## config.mk

```make
export PLATFORM = sky130hd
export DESIGN_NAME = fetch_stage
export DESIGN_NICKNAME = d
export VERILOG_FILES = /design/src/rtl/fetch_pkg.sv /design/src/rtl/fetch_fifo.sv /design/src/rtl/fetch_stage.sv
export SDC_FILE = /design/constraint.sdc
export NUM_CORES = 1
export LEC_CHECK = 0
export ABC_AREA = 1
export BUFFER_PORTS_ARGS = -buffer_cell sky130_fd_sc_hd__buf_4
export CAP_MARGIN = 0
export CORE_MARGIN = 1
export CORE_UTILIZATION = 50
export CTS_CLUSTER_DIAMETER = 80
export DETAILED_ROUTE_END_ITERATION = 6
export HOLD_SLACK_MARGIN = 0.02
export PLACE_DENSITY_LB_ADDON = 0.05
export SYNTH_ARGS = -nofsm -noshare
export SYNTH_HDL_FRONTEND = slang
export SYNTH_SLANG_ARGS = --single-unit
```

## constraint.sdc

```tcl
create_clock -name clk_i -period 3.9 [get_ports clk_i]
set_clock_uncertainty 0.1 [all_clocks]
set_input_delay 0.975 -clock clk_i [delete_from_list [all_inputs] [get_ports clk_i]]
set_output_delay 0.975 -clock clk_i [all_outputs]
set_load 0.01 [all_outputs]
```

## src/rtl/fetch_pkg.sv

```systemverilog
// Shared types and defaults for the instruction-fetch front end.
package fetch_pkg;

    typedef enum logic [1:0] {
        IDLE,
        FETCH,
        DRAIN
    } fetch_state_e;

    localparam int unsigned XLEN_DEFAULT    = 32;
    localparam int unsigned PC_STEP_DEFAULT = 4;

    typedef struct packed {
        logic [XLEN_DEFAULT-1:0] pc;
        logic [XLEN_DEFAULT-1:0] instr;
    } fetch_entry_t;

endpackage

```

## src/rtl/fetch_fifo.sv

```systemverilog
// Registered fetch buffer; head is a flop output so decode sees data one
// cycle after the push. Flush clears occupancy in a single edge.
module fetch_fifo #(
    parameter int unsigned DEPTH = 2,
    parameter int unsigned WIDTH = 64
) (
    input  logic                       clk_i,
    input  logic                       rst_i,
    input  logic                       push_i,
    input  logic                       pop_i,
    input  logic                       flush_i,
    input  logic [WIDTH-1:0]           wdata_i,
    output logic                       full_o,
    output logic                       empty_o,
    output logic [$clog2(DEPTH+1)-1:0] count_o,
    output logic [WIDTH-1:0]           head_o
);

    localparam int unsigned AW = $clog2(DEPTH);
    localparam int unsigned CW = $clog2(DEPTH + 1);

    logic [WIDTH-1:0] mem_q [DEPTH];
    logic [WIDTH-1:0] mem_d [DEPTH];
    logic [AW-1:0]    wr_ptr_q, wr_ptr_d;
    logic [AW-1:0]    rd_ptr_q, rd_ptr_d;
    logic [CW-1:0]    count_q, count_d;
    logic             do_push, do_pop;

    assign full_o  = (count_q == CW'(DEPTH));
    assign empty_o = (count_q == '0);
    assign count_o = count_q;
    assign head_o  = mem_q[rd_ptr_q];

    always_comb begin
        mem_d    = mem_q;
        wr_ptr_d = wr_ptr_q;
        rd_ptr_d = rd_ptr_q;
        count_d  = count_q;
        do_push  = push_i && !full_o;
        do_pop   = pop_i && !empty_o;
        if (flush_i) begin
            wr_ptr_d = '0;
            rd_ptr_d = '0;
            count_d  = '0;
        end else begin
            if (do_push) begin
                mem_d[wr_ptr_q] = wdata_i;
                wr_ptr_d        = wr_ptr_q + AW'(1);
            end
            if (do_pop) begin
                rd_ptr_d = rd_ptr_q + AW'(1);
            end
            case ({do_push, do_pop})
                2'b10:   count_d = count_q + CW'(1);
                2'b01:   count_d = count_q - CW'(1);
                default: count_d = count_q;
            endcase
        end
    end

    always_ff @(posedge clk_i or negedge rst_i) begin
        if (!rst_i) begin
            mem_q    <= '{default: '0};
            wr_ptr_q <= '0;
            rd_ptr_q <= '0;
            count_q  <= '0;
        end else begin
            mem_q    <= mem_d;
            wr_ptr_q <= wr_ptr_d;
            rd_ptr_q <= rd_ptr_d;
            count_q  <= count_d;
        end
    end

endmodule

```

## src/rtl/fetch_stage.sv

```systemverilog
// Instruction-fetch front end: PC sequencing, imem req/ack handshake and a
// decoupling buffer toward decode; redirects flush buffered and in-flight work.
//
// state | meaning
// IDLE  | core not started, no requests issued
// FETCH | requesting sequential words while the buffer has room
// DRAIN | waiting out a request orphaned by a redirect; target held
module fetch_stage
    import fetch_pkg::*;
#(
    parameter int unsigned     XLEN     = XLEN_DEFAULT,
    parameter logic [XLEN-1:0] RESET_PC = '0,
    parameter int unsigned     PC_STEP  = PC_STEP_DEFAULT,
    parameter int unsigned     QDEPTH   = 2
) (
    input  logic            clk_i,
    input  logic            rst_i,
    input  logic            start_i,
    output logic            imem_req_o,
    output logic [XLEN-1:0] imem_addr_o,
    input  logic            imem_ack_i,
    input  logic [XLEN-1:0] imem_data_i,
    input  logic            redirect_i,
    input  logic [XLEN-1:0] redirect_pc_i,
    input  logic            stall_i,
    output logic            inst_valid_o,
    output logic [XLEN-1:0] inst_o,
    output logic [XLEN-1:0] pc_o,
    output logic [XLEN-1:0] pc_next_o
);

    localparam int unsigned     CW         = $clog2(QDEPTH + 1);
    localparam logic [CW-1:0]   QDEPTH_C   = CW'(QDEPTH);
    localparam logic [XLEN-1:0] STEP       = XLEN'(PC_STEP);
    localparam logic [XLEN-1:0] ALIGN_MASK = ~XLEN'(3);

    fetch_state_e    state_q, state_d;
    logic [XLEN-1:0] fetch_pc_q, fetch_pc_d;
    logic [XLEN-1:0] target_q, target_d;
    logic            started_q, started_d;

    logic            imem_req;
    logic            fifo_push, fifo_pop, fifo_flush;
    logic            fifo_full, fifo_empty;
    logic [CW-1:0]   fifo_count;
    logic [2*XLEN-1:0] fifo_head;
    logic [XLEN-1:0] redirect_target;

    assign redirect_target = redirect_pc_i & ALIGN_MASK;

    fetch_fifo #(
        .DEPTH (QDEPTH),
        .WIDTH (2*XLEN)
    ) u_fifo (
        .clk_i   (clk_i),
        .rst_i   (rst_i),
        .push_i  (fifo_push),
        .pop_i   (fifo_pop),
        .flush_i (fifo_flush),
        .wdata_i ({fetch_pc_q, imem_data_i}),
        .full_o  (fifo_full),
        .empty_o (fifo_empty),
        .count_o (fifo_count),
        .head_o  (fifo_head)
    );

    always_comb begin
        state_d    = state_q;
        fetch_pc_d = fetch_pc_q;
        target_d   = target_q;
        started_d  = started_q;
        imem_req   = 1'b0;
        fifo_push  = 1'b0;
        fifo_pop   = 1'b0;
        fifo_flush = 1'b0;
        case (state_q)
            IDLE: begin
                if (redirect_i) fetch_pc_d = redirect_target;
                if (start_i && !started_q) begin
                    started_d = 1'b1;
                    state_d   = FETCH;
                end
            end
            FETCH: begin
                // gated on registered occupancy only; a same-cycle pop frees nothing
                imem_req = (fifo_count < QDEPTH_C);
                fifo_pop = !fifo_empty && !stall_i && !redirect_i;
                if (redirect_i) begin
                    fifo_flush = 1'b1;
                    if (imem_req && !imem_ack_i) begin
                        state_d  = DRAIN;
                        target_d = redirect_target;
                    end else begin
                        fetch_pc_d = redirect_target;
                    end
                end else if (imem_req && imem_ack_i) begin
                    fifo_push  = !fifo_full;
                    fetch_pc_d = fetch_pc_q + STEP;
                end
            end
            DRAIN: begin
                imem_req = 1'b1;
                if (redirect_i) begin
                    fifo_flush = 1'b1;
                    target_d   = redirect_target;
                end
                if (imem_ack_i) begin
                    state_d    = FETCH;
                    fetch_pc_d = redirect_i ? redirect_target : target_q;
                end
            end
            default: state_d = IDLE;
        endcase
    end

    always_ff @(posedge clk_i or negedge rst_i) begin
        if (!rst_i) begin
            state_q    <= IDLE;
            fetch_pc_q <= RESET_PC;
            target_q   <= RESET_PC;
            started_q  <= 1'b0;
        end else begin
            state_q    <= state_d;
            fetch_pc_q <= fetch_pc_d;
            target_q   <= target_d;
            started_q  <= started_d;
        end
    end

    assign imem_req_o   = imem_req;
    assign imem_addr_o  = fetch_pc_q;
    assign inst_valid_o = !fifo_empty;
    assign pc_o         = fifo_head[2*XLEN-1:XLEN];
    assign inst_o       = fifo_head[XLEN-1:0];
    assign pc_next_o    = pc_o + STEP;

endmodule
```

==> flow_summary.json <==
{
  "status": "finished, final reports clean",
  "yosys.area.top_type": "dfrtp_1",
  "numPortBuffers": 197,
  "finalCoreUtilization_pct": 62.1,
  "vdd_drop_max_mv": 0.499,
  "area_growth_syn_to_layout_pct": 21.6,
  "hp-start": "started_q",
  "layout_commonest_cell": "nand2_1",
  "grt_first_pass_wirelength_mm": 46.6,
  "fin_setup_tns_ns": 0,
  "critPathSlowestCell": "dfrtp_2",
  "yosysSeqAreaShare_pct": 46.2,
  "min_period_over_period_pct": 93.9,
  "nets": 1717,
  "hold_end": "started_q",
  "crit_fanout": 7,
  "reg2reg_depth": 10,
  "grt_pass1_vias": 9081,
  "fmax_mhz": 273,
  "start_util_pct": 51.1,
  "viasPerCell": 5.17,
  "layout_min_cycle_time_ns": 3.66,
  "critPathLaunch": "u_fifo.rd_ptr_q",
  "drt_first_pass_iters": 5,
  "clock_path_buffers": 2,
  "fin_cells": 1928,
  "synth_cell_types": 43,
  "synth-seq-cells": 199,
  "synth_fp_nets": 1550,
  "critPathMaxStageDelay_ns": 0.49,
  "p_leak_nw": 6.68,
  "first_iter_violations": 848,
  "die_h_um": 149,
  "rsz0062_at_grt": "false",
  "r2r-end": "imem_addr_o[6]",
  "post_cts_resized": 0,
  "dp.cells": 1896,
  "post-cts-setup-buffers": 0,
  "max_slew.worst_pin.slew_ns": 0.700,
  "grt_max_degree": 87,
  "gp_congestion": 0.921,
  "cts_root_buffer": "clkbuf_16",
  "crit_arrival_ns": 2.59,
  "hpwl_mm": 20.6,
  "drv_slew": 0,
  "clk_latency_ns": 0.44,
  "io_pins": 200,
  "synthCells": 1473,
  "path_cells": "inv_8 -> or2_1 -> o21ai_2 -> inv_1 -> ha_1 -> nand3_2 -> nor2_1 -> nand3_1 -> xor2_1 -> buf_4",
  "synth.area.top_cells": "dfrtp_1 (46%), nand2_1 (18%), o21ai_0 (8.8%)",
  "hold_viol": 0,
  "cts_hold_buf": 0,
  "cp_num_buf_inv": 3,
  "drtAntennaViolNets": 0,
  "fp-row-count": 53,
  "yosysWarnings": 0,
  "ff2ff_setup_slack_ns": 1.18,
  "grt_overflow_total": 0,
  "drc": 0,
  "synth_top_area_share_pct": 46.2,
  "htree_levels": 4,
  "avgSynthCellArea_um2": 7.31,
  "die_x_um": 149,
  "drv_cap": 0,
  "cp.required_ns": 2.82,
  "worstSetupPathType": "reg2out",
  "core_area_um2": 21100,
  "power_mw": 10.9,
  "setup_violations": 0,
  "via_count": 9963,
  "grt_usage_pct": 26.8,
  "slew_headroom_pct": 53.3,
  "r2r-start": "state_q[0]",
  "antenna_found_initial": 0,
  "final_cell_mix": "nand2_1 (514), buf_4 (209), dfrtp_1 (198)",
  "critPathCaptureType": "output port",
  "drive_gt1_share_pct": 17.4,
  "routedWlPerCell_um": 14.8,
  "numCtsBuffers": 17,
  "hold_path_class": "reg2reg",
  "cts_tree": "yes",
  "critPathLaunchType": "flop",
  "hold_depth": 1,
  "clkTransAtPathRegs_ns": 0.08,
  "p_per_area_nw_per_um2": 835,
  "antenna_cells": 0,
  "syn-cell-area_um2": 10800,
  "die_area_um2": 22100,
  "routed_wl_mm": 28.6,
  "cts_sinks": 199,
  "crit_family": "simple AND/OR/NAND/NOR gates"
}
==> stage by stage <==
stage | hold slack [ns] | area (um^2) | setup slack, ns
2_1_floorplan | 0.323 | 10800 | 0.986
3_3_place_gp | 0.332 | 12500 | 0.657
3_5_place_dp | 0.339 | 12500 | 0.641
4_1_cts | 0.356 | 13100 | 0.166
5_1_grt | 0.383 | 13100 | 0.0560
6_report | 0.356 | 13100 | 0.240
==> report_power, final <==
group,switching [mW],total (mW),internal (mW)
clock network,0.861,1.79,0.930
logic,3.30,5.51,2.20
registers,0.658,3.64,2.98
total,4.82,10.9,6.11
==> cell type report <==
| class | count | area, um^2 |
|---|---|---|
| clock buffer | 18 | 439 |
| clock inverter | 14 | 161 |
| fill | 1992 | 7990 |
| inverter | 176 | 668 |
| multi-input combinational | 1029 | 4800 |
| sequential | 199 | 4980 |
| tap | 275 | 344 |
| timing repair buffer | 217 | 1710 |
==> sequential cells by signal, summed over array words and instances, names as in the netlist <==
signal / count
started_q: 1
u_fifo.rd_ptr_q: 1
u_fifo.wr_ptr_q: 1
state_q: 2
target_q: 32
u_fifo.mem_q: 128
imem_addr_o: 32
u_fifo.count_o: 2
==> Yosys cell counts (all sizes together) <==
master,instances
buf,28
a221oi,17
o211ai,4
o21ai,228
nand2b,1
a21oi,37
o31ai,1
and2,5
nand3b,4
a211oi,1
clkbuf,41
o21a,1
a22oi,5
nor3,6
or2,3
dfrtp,199
nand2,517
inv,176
o22ai,1
a21o,1
xor2,23
nor2,91
nand3,65
xnor2,3
ha,7
nand4,7
a31oi,1
==> kinds of logic after synthesis <==
family / share of synthesized area, %
simple gates: 26.3
compound gates: 15.1
buf+inv: 9.37
flops: 46.2
xor+xnor: 2.11
fa+ha+maj: 0.813
==> metal layers <==
layer  wire [um]  track usage [%]  vias up
met3        1690             4.37       26
met2       12500             40.0      316
met1       14000             40.1     4613
li1            -                -     5008
met5           0                0        -
met4         383             7.24        0
==> worst max path at each step <==
stage / endpoint / slack, ns / cells past startpoint
after floorplan: pc_next_o[16] / 0.99 / 10
after global placement: pc_next_o[30] / 0.66 / 13
after detailed placement: pc_next_o[30] / 0.64 / 9
after CTS: pc_next_o[30] / 0.17 / 9
after global routing: pc_next_o[31] / 0.06 / 13
final: pc_next_o[26] / 0.24 / 10
Power figures use the tool's default switching activity.
